$ cat config.mk
export PLATFORM = sky130hd
export DESIGN_NAME = memory_stage
export DESIGN_NICKNAME = d
export VERILOG_FILES = /design/src/rtl/memory_stage.sv
export SDC_FILE = /design/constraint.sdc
export NUM_CORES = 1
export LEC_CHECK = 0
export BUFFER_PORTS_ARGS = -buffer_cell sky130_fd_sc_hd__buf_2
export CORE_MARGIN = 8
export CORE_UTILIZATION = 46
export DETAILED_ROUTE_END_ITERATION = 10
export PLACE_DENSITY = 0.9
export SYNTH_ARGS = -nofsm -noshare
export SYNTH_HDL_FRONTEND = slang
export SYNTH_SLANG_ARGS = --single-unit
$ cat constraint.sdc
create_clock -name CLK -period 2.9 [get_ports CLK]
set_input_delay 0.29 -clock CLK [delete_from_list [all_inputs] [get_ports CLK]]
set_output_delay 0.29 -clock CLK [all_outputs]
set_load 0.1 [all_outputs]
$ cat src/rtl/memory_stage.sv
// MEM-stage controller: issues D-cache requests, tracks the LL/SC link, latches HALT.
// Latency: a hit in the request cycle completes with zero stall; each cycle dhit stays low adds one stall.
// Backpressure: stall_MEM freezes upstream while a request waits; mw_enable gates MEM/WB on completion.
//
// Ports:
//   CLK, RST                     clock and synchronous active-high reset
//   valid_MEM .. wdat_MEM        decoded instruction and operands from the EX/MEM latch
//   dhit, dload                  cache completion strobe and read data
//   ccinv, ccsnoopaddr           coherence invalidate of a word address
//   dREN, dWEN, daddr, dstore    cache request
//   mem_data, mw_enable          result and latch enable for MEM/WB
//   stall_MEM, halt_out          upstream freeze and sticky halt
//   stall_cycles                 saturating count of stalled cycles
module memory_stage #(
    parameter int WORD_W = 32,
    parameter int ADDR_W = 32,
    parameter int CNT_W  = 16
) (
    input  logic              CLK,
    input  logic              RST,
    input  logic              valid_MEM,
    input  logic              memRd_MEM,
    input  logic              memWr_MEM,
    input  logic              ll_MEM,
    input  logic              sc_MEM,
    input  logic              halt_MEM,
    input  logic [ADDR_W-1:0] addr_MEM,
    input  logic [WORD_W-1:0] wdat_MEM,
    input  logic              dhit,
    input  logic [WORD_W-1:0] dload,
    input  logic              ccinv,
    input  logic [ADDR_W-1:0] ccsnoopaddr,
    output logic              dREN,
    output logic              dWEN,
    output logic [ADDR_W-1:0] daddr,
    output logic [WORD_W-1:0] dstore,
    output logic [WORD_W-1:0] mem_data,
    output logic              stall_MEM,
    output logic              mw_enable,
    output logic              halt_out,
    output logic [CNT_W-1:0]  stall_cycles
);

    typedef enum logic [1:0] {IDLE, BUSY, HALTED} state_t;

    state_t              state_q, state_d;
    logic                link_valid_q, link_valid_d;
    logic [ADDR_W-1:0]   link_addr_q, link_addr_d;
    logic [WORD_W-1:0]   load_data_q, load_data_d;
    logic [CNT_W-1:0]    stall_cycles_q, stall_cycles_d;

    logic pending;
    logic sc_fail;

    // Word-granular compare: byte offset bits are shifted out.
    function automatic logic same_word(input logic [ADDR_W-1:0] a, input logic [ADDR_W-1:0] b);
        return ((a ^ b) >> 2) == '0;
    endfunction

    assign pending  = valid_MEM && (memRd_MEM || memWr_MEM) && (state_q != HALTED);
    assign sc_fail  = sc_MEM && (!link_valid_q || !same_word(link_addr_q, addr_MEM));
    assign halt_out = (state_q == HALTED);
    assign stall_cycles = stall_cycles_q;

    always_comb begin
        state_d        = state_q;
        link_valid_d   = link_valid_q;
        link_addr_d    = link_addr_q;
        load_data_d    = load_data_q;
        stall_cycles_d = stall_cycles_q;
        dREN           = 1'b0;
        dWEN           = 1'b0;
        daddr          = addr_MEM;
        dstore         = wdat_MEM;
        stall_MEM      = 1'b0;
        mw_enable      = 1'b1;
        mem_data       = load_data_q;

        // Snoop clears are evaluated first so an LL completing in the same cycle wins.
        if (ccinv && same_word(ccsnoopaddr, link_addr_q))
            link_valid_d = 1'b0;

        if (state_q == HALTED) begin
            mw_enable = 1'b0;
        end else if (pending) begin
            if (sc_fail) begin
                // Failed SC never touches the cache and retires immediately with 0.
                mem_data = '0;
                state_d  = IDLE;
            end else begin
                dREN = memRd_MEM;
                dWEN = memWr_MEM;
                if (dhit) begin
                    state_d = IDLE;
                    if (sc_MEM) begin
                        mem_data     = {{(WORD_W-1){1'b0}}, 1'b1};
                        load_data_d  = {{(WORD_W-1){1'b0}}, 1'b1};
                        link_valid_d = 1'b0;
                    end else if (memRd_MEM) begin
                        mem_data    = dload;
                        load_data_d = dload;
                    end
                    if (memWr_MEM && !sc_MEM && same_word(addr_MEM, link_addr_q))
                        link_valid_d = 1'b0;
                    if (ll_MEM) begin
                        link_valid_d = 1'b1;
                        link_addr_d  = addr_MEM;
                    end
                end else begin
                    stall_MEM = 1'b1;
                    mw_enable = 1'b0;
                    state_d   = BUSY;
                end
            end
        end else if (state_q == IDLE && valid_MEM && halt_MEM) begin
            state_d = HALTED;
        end else begin
            state_d = IDLE;
        end

        // Reset overrides the handshake outputs combinationally, even mid-request.
        if (RST) begin
            dREN      = 1'b0;
            dWEN      = 1'b0;
            stall_MEM = 1'b0;
            mw_enable = 1'b1;
        end

        if (stall_MEM && !(&stall_cycles_q))
            stall_cycles_d = stall_cycles_q + {{(CNT_W-1){1'b0}}, 1'b1};
    end

    always_ff @(posedge CLK) begin
        if (RST) begin
            state_q        <= IDLE;
            link_valid_q   <= 1'b0;
            link_addr_q    <= '0;
            load_data_q    <= '0;
            stall_cycles_q <= '0;
        end else begin
            state_q        <= state_d;
            link_valid_q   <= link_valid_d;
            link_addr_q    <= link_addr_d;
            load_data_q    <= load_data_d;
            stall_cycles_q <= stall_cycles_d;
        end
    end

endmodule

## Yosys cells after proc, flatten, opt, wreduce, memory -nomap -nowiden

Index checks and enable logic that the tools add are counted.

| word-level totals | value |
|---|---|
| register bits | 83 |
| output and inout bits | 117 |
| bits of input ports | 138 |
| logic and storage cells | 69 |

| cells by class | value |
|---|---|
| equal/unequal tests | 2 |
| bitwise operators | 4 |
| multiplexer cells | 36 |
| reductions and logical operators | 21 |
| add/subtract/negate cells | 1 |

Operator list:

| kind | number |
|---|---|
| 32-bit 2-to-1 mux | 6 |
| 32-bit zero test | 2 |
| 32-bit XOR | 2 |
| 1-bit 2-to-1 mux | 28 |
| 16-bit by 1-bit adder with 16-bit output, second input constant | 1 |
| 16-bit AND reduction | 1 |
| 1-bit logical AND | 9 |
| 5-bit AND reduction | 1 |
| 1-bit zero test | 4 |
| 2-bit 2-to-1 mux | 2 |
| 3-bit AND reduction | 1 |
| 2-bit equality test, second input constant | 1 |
| 2-bit zero test | 1 |
| 1-bit logical OR | 2 |
| 2-bit inequality test, second input constant | 1 |
| 1-bit NOT | 2 |

## Logic depth before layout (Yosys ltp)

Gate-level depths: netlist of the first run.

| logic depth | value |
|---|---|
| depth in word-level cells | 11 |
| mapped depth | 8 |

## Least setup slack after synthesis of the first run

OpenSTA, ideal clock, no wires.

| path | value |
|---|---|
| path kind | flip-flop to output port |
| from | reg state_q[1] |
| to | out mw_enable |
| data required time | 2.610 ns |
| setup slack | -1.939 ns |
| arrival time | 4.549 ns |
| cell stages (with the launch flop) | 6 |
| path buffers | 1 |
| cell sequence | dfxtp_1 nor2b_1 or3b_1 clkbuf_1 nor3_1 o21ai_0 |

RTL lines:

| element | line | source |
|---|---|---|
| start: declaration | 46 | `state_t state_q, state_d;` |
| start signal: assignment | 141 | `state_q <= state_d;` |
| 2-bit equality test | - |  |
| via halt_out | 40 | `output logic halt_out,` |
| 1-bit 2-to-1 mux | 83 | `if (state_q == HALTED) begin` |
| 1-bit 2-to-1 mux | 122 | `if (RST) begin` |
| end: declaration | 39 | `output logic mw_enable,` |

The timed path passes the listed nets, and every way through them passes these cells.

## Worst setup path in the final report of the first run

| path | value |
|---|---|
| from | reg link_addr_q[3] |
| to | out mem_data[22] |

| on the way | value |
|---|---|
| word-level cells in the longest chain between the ends | 8 |

Ends and longest elaborated chain:

| element | line | source |
|---|---|---|
| start: declaration | 48 | `logic [ADDR_W-1:0] link_addr_q, link_addr_d;` |
| start signal: assignment | 143 | `link_addr_q <= link_addr_d;` |
| 32-bit XOR | 57 | `return ((a ^ b) >> 2) == '0;` |
| 32-bit zero test | 57 |  |
| 1-bit zero test | 61 | `assign sc_fail = sc_MEM && (!link_valid_q \|\| !same_word(link_addr_q, addr_MEM));` |
| 1-bit logical OR | 61 |  |
| 1-bit logical AND | 61 |  |
| 32-bit 2-to-1 mux | 86 | `if (sc_fail) begin` |
| 32-bit 2-to-1 mux | 85 | `end else if (pending) begin` |
| 32-bit 2-to-1 mux | 83 |  |
| end: declaration | 37 | `output logic [WORD_W-1:0] mem_data,` |

Every way passes these cells.

==> key figures, run 1 <==
Outcome
  – Status: complete, no violations

Clock network
  – H-tree depth: 3
  – Worst-Skew Late Latency: 0.34 ns
  – CTS Buffer Depth: 2
  – Clock sinks: 81
  – CTS Buf Count: 9
  – Clk pin slew, worst setup/hold paths: 0.09 ns
  – CTS tree: built
  – CTS Root Cell: clkbuf_8

Global routing
  – Initial antenna violation count: 1
  – GRT Overall Usage: 20.3%
  – Global-route wire length before repair: 23,500 um
  – Largest net degree at the start of global routing: 86
  – Total gr overflow: 0
  – Vias in the first global route: 4,656

Finish
  – Final net count: 775
  – Non-Filler Instances: 778
  – Commonest non-fill, non-tap cell in the layout: buf_2
  – Most frequent cells in the layout: buf_2 (148), dfxtp_1 (76), a22o_1 (59)
  – P&R area growth vs syn: 31.2%
  – Share of layout cells above drive strength 1: 40.7%
  – Final cell utilization of the core: 61.4%

Hold path
  – Hold wc startpoint: dload[13]
  – Worst hold-check path type: input port to register
  – Hold endpoint: load_data_q[13]
  – Hold path depth: 2

Critical path
  – Critical Path AT: 2.57 ns
  – Kind of critical path: register to primary output
  – Critical path's largest stage delay: 0.43 ns
  – WP data required: 2.61 ns
  – R2r setup slk: 0.46 ns
  – CP startpoint: link_addr_q[3]
  – Crit-path max FO: 15
  – Worst Setup End Kind: primary output
  – Critical register-to-register path startpoint: link_addr_q[3]
  – Max stage delay cell, worst path: nor4_4
  – R2R Path End: load_data_q[10]
  – Worst-path cell chain: xnor2_1 -> nand4_1 -> nor4_4 -> a41oi_4 -> o21ai_4 -> clkbuf_16 -> a22o_1 -> buf_12
  – Startpoint Class: register
  – FF-to-FF path depth: 9

Drt
  – Vias: 4,561
  – 1st-iter DRT viols: 364
  – Initial DRT Pass Iterations: 5
  – Final ANT Viol Nets: 0
  – Residual DRC: 0
  – Routed len/inst: 19.7 um
  – Drt total wl: 15,300 um
  – Via/cell ratio: 5.86

Synthesis
  – YS warnings: 0
  – XOR/XNOR share of the synthesized area: 11.0%
  – Syn Area/Cell: 8.99 sq um
  – Seq/Total Area, Yosys: 34.0%
  – Synth top area share: 34.0%
  – Largest family of logic cells by synthesized area: compound AO/OA/AOI/OAI gates
  – Synth Area in Simple Gates: 16.4%
  – Synth Cell Area: 4760 sq um
  – Synth cell types: 42
  – Syn Nets: 669
  – Post-synthesis register bit count: 81
  – Post-Synth Adder-Cell Area: 0.263%
  – Synth Flop Type: dfxtp_1
  – Area leader, netlist: dfxtp_1
  – Post-synth ARST share: 0%
  – Cells after Synth: 530
  – Fraction of the mapped netlist area in compound gates: 23.6%
  – Post-synthesis mux area share: 0.945%
  – Synth top area cells: dfxtp_1 (34%), a22o_1 (11%), buf_4 (10%)
  – Post-synth EDFFs: 0

Timing
  – RSZ-0062 raised after global routing: true
  – Achievable frequency: 0.349 GHz
  – Least-Margin Pin Slew: 0.669 ns
  – Layout Skew: 0.0102 ns
  – Final number of hold-violating endpoints: 0
  – Max-slew violations: 0
  – Endpoints failing setup: 0
  – Post-layout minimum cycle time: 2.86 ns
  – Relative slew slack: 55.4%
  – Final worst slack: 0.0369 ns
  – Final cycle utilization of the critical path: 98.7%

Die
  – Core area: 10,200 sq um
  – Die width: 118 um
  – Starting Density: 46.8%
  – Die extent in y: 118 um
  – Site Rows: 37
  – Area of the die: 13,900 sq um
  – I/O pin total: 255

Pwr
  – Pwr per Cell Area: 439 nW/um^2
  – Worst IR Drop VDD: 232 uV
  – Leak: 0.00249 uW
  – Power Total: 2750 uW

Place
  – GP Congestion: 0.863
  – Count of buffers from port buffering: 184
  – Detailed Place HPWL: 11,200 um
  – Pre-CTS WS: 0.214 ns
  – Placed Cells incl. Taps: 759

Job
  – Max cap viols: 0
==> cell type report <==
cell class / instances / area, sq um
antenna: 1 / 2.50
clock buffer: 9 / 124
clock inverter: 7 / 93.8
fill: 785 / 3930
inverter: 5 / 18.8
multi-input combinational: 343 / 2630
sequential: 81 / 1630
tap: 136 / 170
timing repair buffer: 196 / 1580
==> worst max-delay path: cells and delay by family, from the launching register on <==
kind | cells | cell delay [ns]
compound gates | 3 | 0.68
simple gates | 2 | 0.61
buf+inv | 2 | 0.41
flops | 1 | 0.35
xor+xnor | 1 | 0.17
==> cell families after synthesis <==
| logic type | count (synthesis) |
|---|---|
| compound gates | 162 |
| xor+xnor | 60 |
| fa+ha+maj | 1 |
| buf+inv | 106 |
| flops | 81 |
| mux | 4 |
| simple gates | 116 |
==> routing by layer <==
layer | track usage, % | part of all wire (%) | vias to the layer above | routed length (um)
li1 | - | - | 2105 | -
met1 | 21.8 | 39 | 2173 | 5960
met2 | 33.7 | 48 | 239 | 7370
met3 | 9.30 | 9.9 | 44 | 1520
met4 | 8.49 | 2.9 | 0 | 442
met5 | 0 | 0 | - | 0
==> registers in the layout, indices dropped and copies added, names as in the netlist <==
name and cells:
state_q 2, load_data_q 32, link_valid_q 1, stall_cycles 16, link_addr_q 30
==> synthesized netlist by cell type (all sizes together) (2+ instances only) <==
master	instances
or3b	31
o41ai	2
nor3	7
dfxtp	81
and3	3
a31oi	3
nor4	7
inv	5
buf	70
or4	8
o21ai	36
and4	3
mux2	4
o21a	2
a22o	62
nand2	10
o31ai	8
xor2	13
xnor2	47
nor2b	5
a21oi	42
nor3b	3
or3	2
o311ai	3
nand3	7
nor2	8
clkbuf	31
nand4	20
==> power by group <==
group / switching, uW / internal, uW / total [uW]
sequential: 15.0 / 1130 / 1140
clock: 422 / 485 / 907
combinational: 481 / 213 / 694
==> how the worst max path moves through the flow <==
| stage | slack, ns | endpoint | cells past startpoint |
|---|---|---|---|
| after floorplan | -0.06 | dREN | 6 |
| after global placement | 0.22 | mem_data[25] | 10 |
| after detailed placement | 0.21 | mem_data[25] | 10 |
| after CTS | 0.01 | mem_data[25] | 8 |
| after global routing | -0.08 | mem_data[22] | 8 |
| final | 0.04 | mem_data[22] | 8 |
==> through the flow <==
step | TNS, ns | hold WS (ns) | instance area (sq um)
floorplan | -0.146 | 0.423 | 4790
global placement | 0 | 0.456 | 5890
detailed placement | 0 | 0.461 | 5890
CTS | 0 | 0.152 | 6120
global route | -1.10 | 0.151 | 6250
finish | 0 | 0.175 | 6250
==> repair_timing <==
item	in CTS	in global routing
endpoints found under the hold margin	0	0
setup endpoints to repair	33	35
buffers inserted	1	0
hold buffers	0	0
gates cloned	0	1
pin swaps	2	7
gates resized for setup	1	21
No activity file was read; power rests on OpenSTA's default activity.
==> run 2: changes to the inputs <==
==> constraint.sdc (replaced) <==
create_clock -name CLK -period 2.9 [get_ports CLK]
set_input_delay 0 -clock CLK [delete_from_list [all_inputs] [get_ports CLK]]
set_output_delay 0 -clock CLK [all_outputs]
set_load 0.1 [all_outputs]
==> key figures, run 2 (synthesis gave the netlist of run 1 again) <==
Clock network
  – Clock sinks: 81
  – CTS tree: built
  – Clk pin slew, worst setup/hold paths: 0.08 ns
  – CTS Root Cell: clkbuf_8
  – CTS Buffer Depth: 2
  – Worst-Skew Late Latency: 0.35 ns
  – CTS Buf Count: 9
  – H-tree depth: 3
  – Post-CTS setup buffers: 0

Finish
  – Largest register FFs: 32
  – Share of layout cells above drive strength 1: 35.7%
  – P&R area growth vs syn: 34.9%
  – Commonest non-fill, non-tap cell in the layout: buf_2
  – Final net count: 810
  – Most frequent cells in the layout: buf_2 (150), dfxtp_1 (81), a22o_1 (62)
  – Area of the multi-input gates: 2510 sq um
  – Largest Register: load_data_q
  – Storage cell area: 1620 sq um
  – Post-route cell area: 6430 sq um
  – Fill cell count: 774
  – Final cell utilization of the core: 63.1%

Critical path
  – Kind of critical path: register to primary output
  – Startpoint Class: register
  – Cell mode on critical path: buf_4
  – CP startpoint: link_addr_q[13]
  – WP data required: 2.90 ns
  – Worst Setup End Kind: primary output
  – Worst-path cell chain: xnor2_1 -> nand4_1 -> nor3_1 -> buf_4 -> a41oi_4 -> buf_4 -> or3_1 -> nand2_1 -> buf_12
  – CP bufs+invs: 3
  – Critical path's largest stage delay: 0.39 ns
  – Max stage delay cell, worst path: or3_1
  – Critical Path AT: 2.78 ns
  – Critical register-to-register path startpoint: link_addr_q[13]
  – Top delay family on crit path: simple AND/OR/NAND/NOR gates
  – Crit-path max FO: 27

Timing
  – Post-layout minimum cycle time: 2.78 ns
  – Achievable frequency: 0.359 GHz
  – Layout Skew: 0.00921 ns
  – Final number of hold-violating endpoints: 0
  – Relative slew slack: 57.9%
  – Endpoints failing setup: 0
  – Hold WS: 0.0000439 ns
  – Max-slew violations: 0
  – Least-Margin Pin Slew: 0.631 ns
  – Final cycle utilization of the critical path: 96.0%

Hold path
  – Hold wc startpoint: wdat_MEM[27]
  – Worst hold-check path type: input port to primary output

Outcome
  – Status: complete, no violations

Drt
  – 1st-iter DRT viols: 349
  – Via/cell ratio: 5.77
  – Drt total wl: 15,900 um
  – Residual DRC: 0
  – Final ANT Viol Nets: 0
  – Vias: 4,700
  – Initial DRT Pass Iterations: 5
  – Routed len/inst: 19.6 um

Pwr
  – Worst IR Drop VDD: 247 uV
  – Pwr per Cell Area: 444 nW/um^2
  – Leak: 0.00256 uW

Place
  – Detailed Place HPWL: 11,600 um
  – GP Congestion: 0.857
  – Placed Area: 5790 sq um
  – Count of buffers from port buffering: 184

Global routing
  – Vias in the first global route: 4,934
  – Global-route wire length before repair: 25,800 um
  – Initial antenna violation count: 2
  – Largest net degree at the start of global routing: 62
  – Total gr overflow: 0
  – GRT Overall Usage: 22.4%

Die
  – Area of the die: 13,900 sq um
  – Site Rows: 37
  – Die extent in y: 118 um
  – Die width: 118 um
  – I/O pin total: 255
  – Starting Density: 46.8%
  – Core area: 10,200 sq um

Job
  – Max cap viols: 0
run 2: cell count changes in the layout (fill, tap and decap cells not counted), sizes merged:
cell         change
dlygate4sd3     +37
clkinvlp         -2
buf              -1
clkinv           +1
diode            +1
inv              -1
bufinv           +1
run 2: what timing repair did:
item | in CTS | in global routing
resized for setup | 3 | 2
hold buffers | 37 | 0
endpoints found under the hold margin | 36 | 0
pin swaps | 0 | 0
setup endpoints to repair | 3 | 1
gates cloned | 0 | 0
run 2: worst reg2reg max path: stages (launching register included):
cell and delay, ns:
dfxtp_1 0.35, xnor2_1 0.29, nand4_1 0.13, nor3_1 0.32
buf_4 0.20, a41oi_4 0.15, buf_4 0.32, or3b_2 0.53
a21oi_1 0.15
run 2: worst paths after layout:
kind,endpoint,slack (ns),depth (start not counted)
max,mem_data[0],0.12,9
min,dstore[27],0.00004,0
max reg2reg,link_addr_q[8],0.38,8
min reg2reg,state_q[1],0.45,1
run 2: power breakdown:
part | switching [uW] | internal, uW
Sequential | 14.5 | 1130
Combinational | 479 | 229
Clock | 410 | 591
Total | 903 | 1950
run 2: routing by layer:
metal | part of all wire [%] | vias to the layer above | global-route usage (%)
met5 | 0 | - | 0.735
met1 | 35 | 2202 | 23.0
met2 | 49 | 261 | 37.8
met3 | 11 | 49 | 9.83
met4 | 3.7 | 0 | 11.9
li1 | - | 2188 | -
run 2: layout make-up:
type | count | area share [%]
diodes | 2 | 0.0779
clock buffers | 10 | 2.14
clock inverters | 6 | 1.64
inverters | 5 | 0.292
multi-input cells | 343 | 39.1
flip-flops and latches | 81 | 25.2
well taps | 136 | 2.65
repair buffers | 231 | 28.9
run 2: through the flow:
step	TNS, ns	setup WS (ns)	total power, uW	cells
floorplan	-2.33	-0.739	1860	530
global placement	0	0.462	1810	759
detailed placement	0	0.365	1830	759
CTS	0	0.0732	2870	812
global route	-0.00381	-0.00346	2950	814
finish	0	0.117	2850	814
